**config.mk**
```make
export PLATFORM = sky130hd
export DESIGN_NAME = decomp_stream_sequencer_flat
export DESIGN_NICKNAME = d
export VERILOG_FILES = /design/src/rtl/decomp_stream_sequencer_pkg.sv /design/src/rtl/decomp_stream_sequencer_if.sv /design/src/rtl/decomp_stream_sequencer_byte_fifo.sv /design/src/rtl/decomp_stream_sequencer.sv /design/src/flat_wrapper.sv
export SDC_FILE = /design/constraint.sdc
export NUM_CORES = 1
export LEC_CHECK = 0
export CAP_MARGIN = 20
export CORE_AREA = 2 2 128 130
export DETAILED_ROUTE_END_ITERATION = 12
export DIE_AREA = 0 0 130 132
export GPL_TIMING_DRIVEN = 0
export PLACE_DENSITY = 0.82
export SYNTH_ARGS = -nofsm -noshare
export SYNTH_HDL_FRONTEND = slang
export SYNTH_SLANG_ARGS = --single-unit
```
**constraint.sdc**
```tcl
create_clock -name clk -period 5.7 [get_ports clk]
set_input_delay 0.57 -clock clk [delete_from_list [all_inputs] [get_ports clk]]
set_output_delay 0.57 -clock clk [all_outputs]
set_load 0.02 [all_outputs]
```
**src/rtl/decomp_stream_sequencer_pkg.sv**
```systemverilog
// decomp_pkg: shared FSM state encoding and header field constants for decomp_stream_sequencer.
package decomp_pkg;
   typedef enum logic [2:0] {IDLE, LOAD1, LOAD2, ISSUE, WAIT, DRAIN, DONE} seqState_t;
   localparam logic [2:0] BIT_IDX_FRESH = 3'd7;
   localparam int RUN_LEN_MSB = 6;
   localparam int RUN_VAL_BIT = 7;
endpackage

```
**src/rtl/decomp_stream_sequencer_if.sv**
```systemverilog
// decomp_stream_sequencer_if: compressed byte stream plus the decompress_handler pair bus.
interface decomp_stream_sequencer_if #(parameter int IDX_W = 32);
   logic s_valid;
   logic [7:0] s_data;
   logic s_ready;
   logic [7:0] in1_o;
   logic [7:0] in2_o;
   logic [IDX_W-1:0] byte_idx_o;
   logic [2:0] bit_idx_o;
   logic work_o;
   logic done_i;
   logic [IDX_W-1:0] new_byte_i;
   logic [2:0] new_bit_i;
   modport master (
      input  s_valid, s_data, done_i, new_byte_i, new_bit_i,
      output s_ready, in1_o, in2_o, byte_idx_o, bit_idx_o, work_o
   );
   modport slave (
      output s_valid, s_data, done_i, new_byte_i, new_bit_i,
      input  s_ready, in1_o, in2_o, byte_idx_o, bit_idx_o, work_o
   );
endinterface

```
**src/rtl/decomp_stream_sequencer_byte_fifo.sv**
```systemverilog
// byte_fifo: small power-of-two byte FIFO with flush; read data is the combinational head entry.
module byte_fifo #(
   parameter int DEPTH = 4
) (
   input  logic clk,
   input  logic RST,
   input  logic flush,
   input  logic push,
   input  logic pop,
   input  logic [7:0] din,
   output logic [7:0] dout,
   output logic full,
   output logic empty
);
   localparam int AW = $clog2(DEPTH);
   logic [7:0] mem [DEPTH];
   logic [AW-1:0] wrPtr, rdPtr;
   logic [AW:0] count;
   logic doPush, doPop;
   assign full = count[AW];
   assign empty = count == '0;
   // a pop frees the slot being written, so push-while-full is legal when popping too
   assign doPush = push & (~full | pop);
   assign doPop = pop & ~empty;
   assign dout = mem[rdPtr];
   always_ff @(posedge clk) begin
      if (doPush) mem[wrPtr] <= din;
   end
   always_ff @(posedge clk) begin
      if (RST | flush) begin
         wrPtr <= '0;
         rdPtr <= '0;
         count <= '0;
      end else begin
         if (doPush) wrPtr <= wrPtr + 1'b1;
         if (doPop) rdPtr <= rdPtr + 1'b1;
         count <= count + (AW+1)'(doPush) - (AW+1)'(doPop);
      end
   end
endmodule

```
**src/rtl/decomp_stream_sequencer.sv**
```systemverilog
// decomp_stream_sequencer: buffers compressed bytes and feeds (header,payload) pairs to decompress_handler.
// Optional WAIT watchdog enabled by defining DECOMP_SEQ_TIMEOUT_EN.
module decomp_stream_sequencer
   import decomp_pkg::*;
#(
   parameter int IDX_W = 32,
   parameter int CNT_W = 16,
   parameter int FIFO_DEPTH = 4,
   parameter int TIMEOUT_CYC = 1024
) (
   input  logic clk,
   input  logic RST,
   input  logic start,
   input  logic [IDX_W-1:0] base_byte,
   input  logic [CNT_W-1:0] total_pairs,
   decomp_stream_sequencer_if.master bus,
   output logic busy,
   output logic finished,
   output logic err
);
   seqState_t state, nextState;
   logic [7:0] in1, in2, fifoOut;
   logic [IDX_W-1:0] byteIdx;
   logic [2:0] bitIdx;
   logic work, push, pop, fifoFull, fifoEmpty, skip, timeout;
   logic [CNT_W-1:0] pairsLeft, totalPairs;
   logic [CNT_W:0] accepted;
   assign busy = state != IDLE;
   assign finished = state == DONE;
   // never accept more than the job's 2*total_pairs bytes
   assign bus.s_ready = busy & ~fifoFull & (accepted < {totalPairs, 1'b0});
   assign push = bus.s_valid & bus.s_ready;
   assign pop = ~fifoEmpty & (state == LOAD1 | state == LOAD2);
   assign skip = in1[RUN_LEN_MSB:0] == '0;
   assign bus.in1_o = in1;
   assign bus.in2_o = in2;
   assign bus.byte_idx_o = byteIdx;
   assign bus.bit_idx_o = bitIdx;
   assign bus.work_o = work;
   byte_fifo #(.DEPTH(FIFO_DEPTH)) fifo (
      .clk(clk),
      .RST(RST),
      .flush(timeout),
      .push(push),
      .pop(pop),
      .din(bus.s_data),
      .dout(fifoOut),
      .full(fifoFull),
      .empty(fifoEmpty)
   );
   always_ff @(posedge clk) begin
      state <= RST ? IDLE : nextState;
   end
   always_comb begin
      nextState = state;
      case (state)
         IDLE:    if (start) nextState = total_pairs == '0 ? DONE : LOAD1;
         LOAD1:   if (!fifoEmpty) nextState = LOAD2;
         LOAD2:   if (!fifoEmpty) nextState = !skip ? ISSUE : pairsLeft == CNT_W'(1) ? DONE : LOAD1;
         ISSUE:   nextState = WAIT;
         WAIT:    nextState = bus.done_i ? DRAIN : timeout ? IDLE : WAIT;
         DRAIN:   if (!bus.done_i) nextState = pairsLeft != '0 ? LOAD1 : DONE;
         DONE:    nextState = IDLE;
         default: nextState = IDLE;
      endcase
   end
   always_ff @(posedge clk) begin
      if (RST) begin
         in1 <= '0;
         in2 <= '0;
         byteIdx <= '0;
         bitIdx <= BIT_IDX_FRESH;
         work <= 1'b0;
         pairsLeft <= '0;
         totalPairs <= '0;
         accepted <= '0;
      end else begin
         if (push) accepted <= accepted + 1'b1;
         case (state)
            IDLE: if (start) begin
               byteIdx <= base_byte;
               bitIdx <= BIT_IDX_FRESH;
               pairsLeft <= total_pairs;
               totalPairs <= total_pairs;
               accepted <= '0;
            end
            LOAD1: if (pop) in1 <= fifoOut;
            LOAD2: if (pop) begin
               in2 <= fifoOut;
               if (skip) pairsLeft <= pairsLeft - 1'b1;
            end
            ISSUE: work <= 1'b1;
            // handler indices are taken verbatim; no local recompute
            WAIT: if (bus.done_i) begin
               byteIdx <= bus.new_byte_i;
               bitIdx <= bus.new_bit_i;
               work <= 1'b0;
               pairsLeft <= pairsLeft - 1'b1;
            end else if (timeout) work <= 1'b0;
            default: ;
         endcase
      end
   end
`ifdef DECOMP_SEQ_TIMEOUT_EN
   localparam int TO_W = $clog2(TIMEOUT_CYC + 1);
   logic [TO_W-1:0] toCnt;
   assign timeout = state == WAIT & ~bus.done_i & toCnt == TO_W'(TIMEOUT_CYC - 1);
   always_ff @(posedge clk) begin
      if (RST) begin
         toCnt <= '0;
         err <= 1'b0;
      end else begin
         toCnt <= state == WAIT ? toCnt + 1'b1 : '0;
         if (state == IDLE & start) err <= 1'b0;
         else if (timeout) err <= 1'b1;
      end
   end
`else
   assign timeout = 1'b0;
   assign err = 1'b0;
`endif
endmodule
```
**src/flat_wrapper.sv**
```systemverilog
// flat-port wrapper written by rule: the top's interface ports become plain ports
module decomp_stream_sequencer_flat import decomp_pkg::*;
#(
   parameter int IDX_W = 32,
   parameter int CNT_W = 16,
   parameter int FIFO_DEPTH = 4,
   parameter int TIMEOUT_CYC = 1024
)
  (clk, RST, start, base_byte, total_pairs, busy, finished, err, bus_s_valid, bus_s_data, bus_done_i, bus_new_byte_i, bus_new_bit_i, bus_s_ready, bus_in1_o, bus_in2_o, bus_byte_idx_o, bus_bit_idx_o, bus_work_o);
  decomp_stream_sequencer_if #(.IDX_W(IDX_W)) bus_i ();
  input  logic clk;
  input  logic RST;
  input  logic start;
  input  logic [IDX_W-1:0] base_byte;
  input  logic [CNT_W-1:0] total_pairs;
  output logic busy;
  output logic finished;
  output logic err;
  input wire logic [$bits(bus_i.s_valid)-1:0] bus_s_valid;
  input wire logic [$bits(bus_i.s_data)-1:0] bus_s_data;
  input wire logic [$bits(bus_i.done_i)-1:0] bus_done_i;
  input wire logic [$bits(bus_i.new_byte_i)-1:0] bus_new_byte_i;
  input wire logic [$bits(bus_i.new_bit_i)-1:0] bus_new_bit_i;
  output wire logic [$bits(bus_i.s_ready)-1:0] bus_s_ready;
  output wire logic [$bits(bus_i.in1_o)-1:0] bus_in1_o;
  output wire logic [$bits(bus_i.in2_o)-1:0] bus_in2_o;
  output wire logic [$bits(bus_i.byte_idx_o)-1:0] bus_byte_idx_o;
  output wire logic [$bits(bus_i.bit_idx_o)-1:0] bus_bit_idx_o;
  output wire logic [$bits(bus_i.work_o)-1:0] bus_work_o;
  assign bus_i.s_valid = bus_s_valid;
  assign bus_i.s_data = bus_s_data;
  assign bus_i.done_i = bus_done_i;
  assign bus_i.new_byte_i = bus_new_byte_i;
  assign bus_i.new_bit_i = bus_new_bit_i;
  assign bus_s_ready = bus_i.s_ready;
  assign bus_in1_o = bus_i.in1_o;
  assign bus_in2_o = bus_i.in2_o;
  assign bus_byte_idx_o = bus_i.byte_idx_o;
  assign bus_bit_idx_o = bus_i.bit_idx_o;
  assign bus_work_o = bus_i.work_o;
  decomp_stream_sequencer #(.IDX_W(IDX_W), .CNT_W(CNT_W), .FIFO_DEPTH(FIFO_DEPTH), .TIMEOUT_CYC(TIMEOUT_CYC)) u_core (.clk(clk), .RST(RST), .start(start), .base_byte(base_byte), .total_pairs(total_pairs), .bus(bus_i), .busy(busy), .finished(finished), .err(err));
endmodule
```
After elaboration in Yosys (flattened, before gate mapping)
Memory sizes are Yosys's and may differ from the RTL's. A register that Yosys moved wholly into a read port is not among the register bits.
Cells that the tools add are included.
{"block": "word_totals", "reg_bits": 111, "ram_bits": 32, "inputBits": 96, "elab_cells": 90, "memories": 1}
{"block": "classes", "addsub": 6, "order_cmp": 1, "n_eq_ne": 14, "n_mux": 30, "n_bitwise": 10, "n_reduce_logical": 16}
{"memory": "u_core.fifo.mem", "words": 4, "word_bits": 8, "read_ports": 1, "rd_clocked_by_memory_dff": 1, "wr": 1, "line": "decomp_stream_sequencer_byte_fifo.sv:16", "rtl": "logic [7:0] mem [DEPTH];"}
{"operator": "16-bit 2-to-1 mux", "count": 4}
{"operator": "32-bit 2-to-1 mux", "count": 2}
{"operator": "32-bit case mux with 2 select lines", "count": 1}
{"operator": "17-bit 2-to-1 mux", "count": 3}
{"operator": "16-bit case mux with 3 select lines", "count": 1}
{"operator": "3-bit 2-to-1 mux", "count": 10}
{"operator": "3-bit case mux with 6 select lines", "count": 1}
{"operator": "17-bit by 1-bit adder with 17-bit output (second input constant)", "count": 1}
{"operator": "17-bit less-than comparator", "count": 1}
{"operator": "16-bit by 1-bit == test with 1-bit output (second input constant)", "count": 1}
{"operator": "16-bit logical NOT", "count": 1}
{"operator": "16-bit nonzero test", "count": 1}
{"operator": "16-bit by 1-bit subtractor with 16-bit output (second input constant)", "count": 1}
{"operator": "2-bit inequality test (second input constant)", "count": 6}
{"operator": "3-bit == test (second input constant)", "count": 3}
{"operator": "2-bit AND reduction", "count": 4}
{"operator": "7-bit logical NOT", "count": 1}
{"operator": "1-bit bitwise AND", "count": 6}
{"operator": "3-bit by 2-bit == test with 1-bit output (second input constant)", "count": 2}
{"operator": "3-bit logical NOT", "count": 2}
{"operator": "3-bit case mux with 2 select lines", "count": 1}
{"operator": "3-bit nonzero test", "count": 2}
{"operator": "5-bit AND reduction", "count": 1}
{"operator": "2-bit by 1-bit adder with 2-bit output (second input constant)", "count": 2}
{"operator": "other kinds (12)", "count": 19}

Depth between registers and ports, before layout
{"block": "depth", "depth_word": 7, "depth_mapped": 13}

By module
Synthesis repeated with hierarchy kept, for this count alone.
{"block": "unflattened", "cells_unflattened": 772, "area_unflattened_um2": 7008.0}
{"module": "decomp_stream_sequencer", "n_inst": 1, "cells_per_inst": 676, "area_per_inst_um2": 5386.4}
{"module": "byte_fifo", "n_inst": 1, "cells_per_inst": 96, "area_per_inst_um2": 1621.6}

Least setup slack after synthesis
No wires, ideal clock.
{"block": "synth_path", "kind": "reg2reg", "start": "register u_core.totalPairs[14]", "end": "register u_core.fifo.count[1]", "setup_time_ns": 0.128, "arrival_time_ns": 2.932, "required_ns": 5.572, "slack_ns": 2.640, "path_stages_with_launch": 13, "path_cell_list": "dfxtp_1 inv_1 ha_1 nand4_2 or4_1 or3_1 buf_2 nand4_2 ha_1 inv_1 ha_1 fa_1 nor2b_1"}
{"block": "synth_between", "elab_chain_cells": 6}
{"element": "start: declaration", "line": "decomp_stream_sequencer.sv:26", "rtl": "logic [CNT_W-1:0] pairsLeft, totalPairs;"}
{"element": "start signal: assignment", "line": "decomp_stream_sequencer.sv:84", "rtl": "totalPairs <= total_pairs;"}
{"element": "17-bit less-than comparator", "line": "decomp_stream_sequencer.sv:31", "rtl": "assign bus.s_ready = busy & ~fifoFull & (accepted < {totalPairs, 1'b0});"}
{"element": "1-bit bitwise AND", "line": "decomp_stream_sequencer.sv:31"}
{"element": "1-bit bitwise AND", "line": "decomp_stream_sequencer.sv:32", "rtl": "assign push = bus.s_valid & bus.s_ready;"}
{"element": "1-bit bitwise AND", "line": "decomp_stream_sequencer_byte_fifo.sv:23", "rtl": "assign doPush = push & (~full | pop);"}
{"element": "3-bit by 1-bit adder with 3-bit output", "line": "decomp_stream_sequencer_byte_fifo.sv:37", "rtl": "count <= count + (AW+1)'(doPush) - (AW+1)'(doPop);"}
{"element": "3-bit by 1-bit subtractor with 3-bit output", "line": "decomp_stream_sequencer_byte_fifo.sv:37"}
{"element": "end signal: assignment", "line": "decomp_stream_sequencer_byte_fifo.sv:37"}
{"element": "end: declaration", "line": "decomp_stream_sequencer_byte_fifo.sv:18", "rtl": "logic [AW:0] count;"}
Every way passes these cells.
A chain may end at the register's enable or synchronous reset.

Worst setup path in the final report
{"block": "layout_path", "start": "register u_core.accepted[12]", "end": "output port bus_s_ready"}
{"block": "layout_between", "elab_chain_cells": 2}
{"element": "start: declaration", "line": "decomp_stream_sequencer.sv:27", "rtl": "logic [CNT_W:0] accepted;"}
{"element": "start signal: assignment", "line": "decomp_stream_sequencer.sv:78", "rtl": "if (push) accepted <= accepted + 1'b1;"}
{"element": "17-bit less-than comparator", "line": "decomp_stream_sequencer.sv:31"}
{"element": "1-bit bitwise AND", "line": "decomp_stream_sequencer.sv:31"}
{"element": "end: declaration", "line": "flat_wrapper.sv:24", "rtl": "output wire logic [$bits(bus_i.s_ready)-1:0] bus_s_ready;"}
Every way passes these cells.

==> flow_summary.toml <==
[synth]
synth_warnings = 0
synth_fp_nets = 843
avgSynthCellArea_um2 = 9.509
ys.flop_type = "dfxtp_1"
ys_seq_elements = 145
ys_types = 60
synth_edf_count = 32
synth_seq_area_share_pct = 46.95
async_flop_share_pct = 0
syn_area_um2 = 6865
syn_inst = 722

[sta]
drv_slew = 0
worst-slew-pin-transition_ns = 1.062
grt_setup_unrepaired = "no"
fin_setup_tns_ns = 0
slew_headroom_pct = 28.33
finalHoldViolCount = 0
setup_viol = 0
finalClockSkew_ns = 0.007489
fin_crit_sh_pct = 65.51
min_period_ns = 3.734
fmaxAchievable_ghz = 0.2678

[grt]
grt_use_met3_pct = 6.128
grt-ovfl-total = 0
top_usage_layer = "met2"
grt_pass1_vias = 5850
grt_max_degree = 17
grt.met1_usage_pct = 27.61
grt_pass1_wl_um = 29060
antenna_found_initial = 0
grtUsageMet2_pct = 34.73
grtUsageTotal_pct = 21.40

[clock_network]
cts.clk_slew.worst_paths_ns = 0.06
cts_tree = "yes"
ctsHoldBuffers = 0
worstSkewPairLatency_ns = 0.42
cts_setup_buffers = 0
cts_buffer_depth = 2
numCtsBuffers = 17
cts_resized = 0
cts-root-buf = "clkbuf_16"
htree_num_levels = 4
cts_sinks = 145

[floorplanning]
ios = 152
die_h_um = 132
floorplan.initialDensity_pct = 43.69
rows = 46
fp.dieArea_um2 = 17160
die_x_um = 130
coreArea_um2 = 15710

[critical_path]
cp_max_fo = 6
end_kind = "primary output"
arrival_ns = 3.16
r2r_slack_ns = 2.41
critPathRequiredTime_ns = 5.13
start_kind = "flip-flop"
critical_path_class = "reg2out"

[layout]
fillers = 1324
areaGrowthSynthToFinish_pct = 34.43
drive_above_1_share_pct = 5.420
layout.nets = 1012
antenna_cells = 0

[route]
dr.first_iter.drc_count = 349
route.detailed.drc = 0
ant_nets = 0
wl_per_cell_um = 15.97
num_vias = 5971
routed_wl_um = 17890
via_per_inst = 5.331
drtPass1Iterations = 5

[min_path]
hold_path.class = "reg2reg"

[power]
power_mw = 4.137
p_leak_nw = 3.286
ir_drop_mv = 0.2597
p_per_area_nw_per_um2 = 448.2

[status]
outcome = "completed"

[placed_design]
globalplace.congestion = 0.9050
place_hpwl_um = 13140
io_buffers = 150

[run]
maxCapViolations = 0
## metal layers
layer / vias to the layer above / part of all wire, %
li1: 2941 / -
met1: 2830 / 43
met2: 175 / 48
met3: 25 / 6.6
met4: 0 / 1.8
met5: - / 0
## cells in the mapped netlist, drive strengths merged (2+ instances only)
cell type,instances,area (µm²)
nand4,11,81.32
clkbuf,32,120.1
or2,2,12.51
o21a,4,30.03
nand2,67,251.5
o31ai,4,30.03
a2111oi,2,36.29
a221oi,2,17.52
nor4,11,68.82
a211oi,37,277.8
nor2b,3,18.77
dfxtp,113,2262
o21ai,32,160.2
mux4,8,180.2
a31oi,2,12.51
nand2b,6,37.54
xnor2,10,87.58
nand3b,3,22.52
nor3,17,90.09
inv,29,108.9
and2,3,18.77
nor2,93,349.1
and3,8,60.06
a22oi,9,67.56
nand3,11,55.05
a21oi,35,175.2
nor3b,5,37.54
edfxtp,32,960.9
o32ai,3,26.28
or3,10,62.56
buf,10,52.55
mux2i,53,530.5
xor2,4,35.03
ha,24,300.3
a22o,6,52.55
a21boi,2,15.01
a21o,3,22.52
## sequential cells by signal, indices dropped and copies added (netlist names), named ones only
name	cells
u_core.bus.bit_idx_o	3
u_core.bus.byte_idx_o	32
u_core.totalPairs	16
u_core.state	3
u_core.bus.in2_o	8
u_core.accepted	17
u_core.pairsLeft	16
u_core.fifo.wrPtr	2
u_core.fifo.rdPtr	2
u_core.fifo.mem	32
u_core.bus.in1_o	8
u_core.fifo.count	3
u_core.bus.work_o	1
## layout make-up
class | count | area (µm²) | area share, %
multi-input combinational | 505 | 3357 | 36.37
sequential | 145 | 3223 | 34.92
timing repair buffer | 150 | 1501 | 16.27
clock buffer | 19 | 432.9 | 4.691
tap | 216 | 270.3 | 2.928
buffer | 42 | 172.7 | 1.871
clock inverter | 13 | 158.9 | 1.722
inverter | 30 | 112.6 | 1.220
## through the flow
stage / util, % / hold WS [ns] / cells / instance area, µm² / worst slack [ns]
2_1_floorplan: - / 0.4363 / 722 / 6865 / 2.640
3_3_place_gp: 54.97 / 0.4439 / 1088 / 8637 / 2.419
3_5_place_dp: 54.97 / 0.4483 / 1088 / 8637 / 2.434
4_1_cts: 58.74 / 0.4566 / 1120 / 9229 / 1.934
5_1_grt: 58.74 / 0.4677 / 1120 / 9229 / 1.849
6_report: 58.74 / 0.4554 / 1120 / 9229 / 1.966
## path summary, 6_finish.rpt
| kind | endpoint | startpoint | cells past startpoint |
|---|---|---|---|
| setup / recovery | bus_s_ready | u_core.accepted[12] | 8 |
| setup reg to reg | u_core.fifo.count[1] | u_core.accepted[12] | 11 |
| hold reg to reg | u_core.totalPairs[14] | u_core.totalPairs[14] | 2 |
| hold / removal | u_core.totalPairs[14] | u_core.totalPairs[14] | 2 |
## kinds of logic after synthesis
group / count (synthesis) / share of synthesized area [%]
muxes: 61 / 10.35
DFF: 145 / 46.95
AOI/OAI and AO/OA: 149 / 14.42
and+or+nand+nor: 255 / 17.62
xor gates and xnor gates: 14 / 1.786
other: 1 / 0.05462
buffers and inverters: 72 / 4.155
adders and majority gates: 25 / 4.666
## worst max-delay path: stages, from the launching register on
cell             delay, ns
dfxtp_1               0.35
ha_1                  0.34
nand4_1               0.17
or4_1                 0.53
or3_1                 0.37
buf_2                 0.16
and3_4                0.17
buf_6                 0.12
clkdlybuf4s50_1       0.53
## where the power goes
group | total (mW) | switching, mW | internal (mW)
registers | 1.39 | 0.137 | 1.25
logic | 1.63 | 0.949 | 0.686
clock network | 1.11 | 0.425 | 0.688
## placed cells by master (no fill, tap or decap), drive strengths merged, types with 4 or more instances in the layout
cell type and n:
a22o 6, nand2 67, nand2b 6, mux2i 53, o21a 4, edfxtp 32
a211oi 37, nor4 11, nand4 11, clkinv 8, mux4 8, nor3 17
xnor2 10, xor2 4, nand3 11, o21ai 32, nor2 93, or3 10
ha 24, o31ai 4, a21oi 35, buf 10, clkdlybuf4s50 150, a22oi 9
clkbuf 51, inv 31, nor3b 5, and3 8, dfxtp 113
Power figures use the tool's default switching activity.
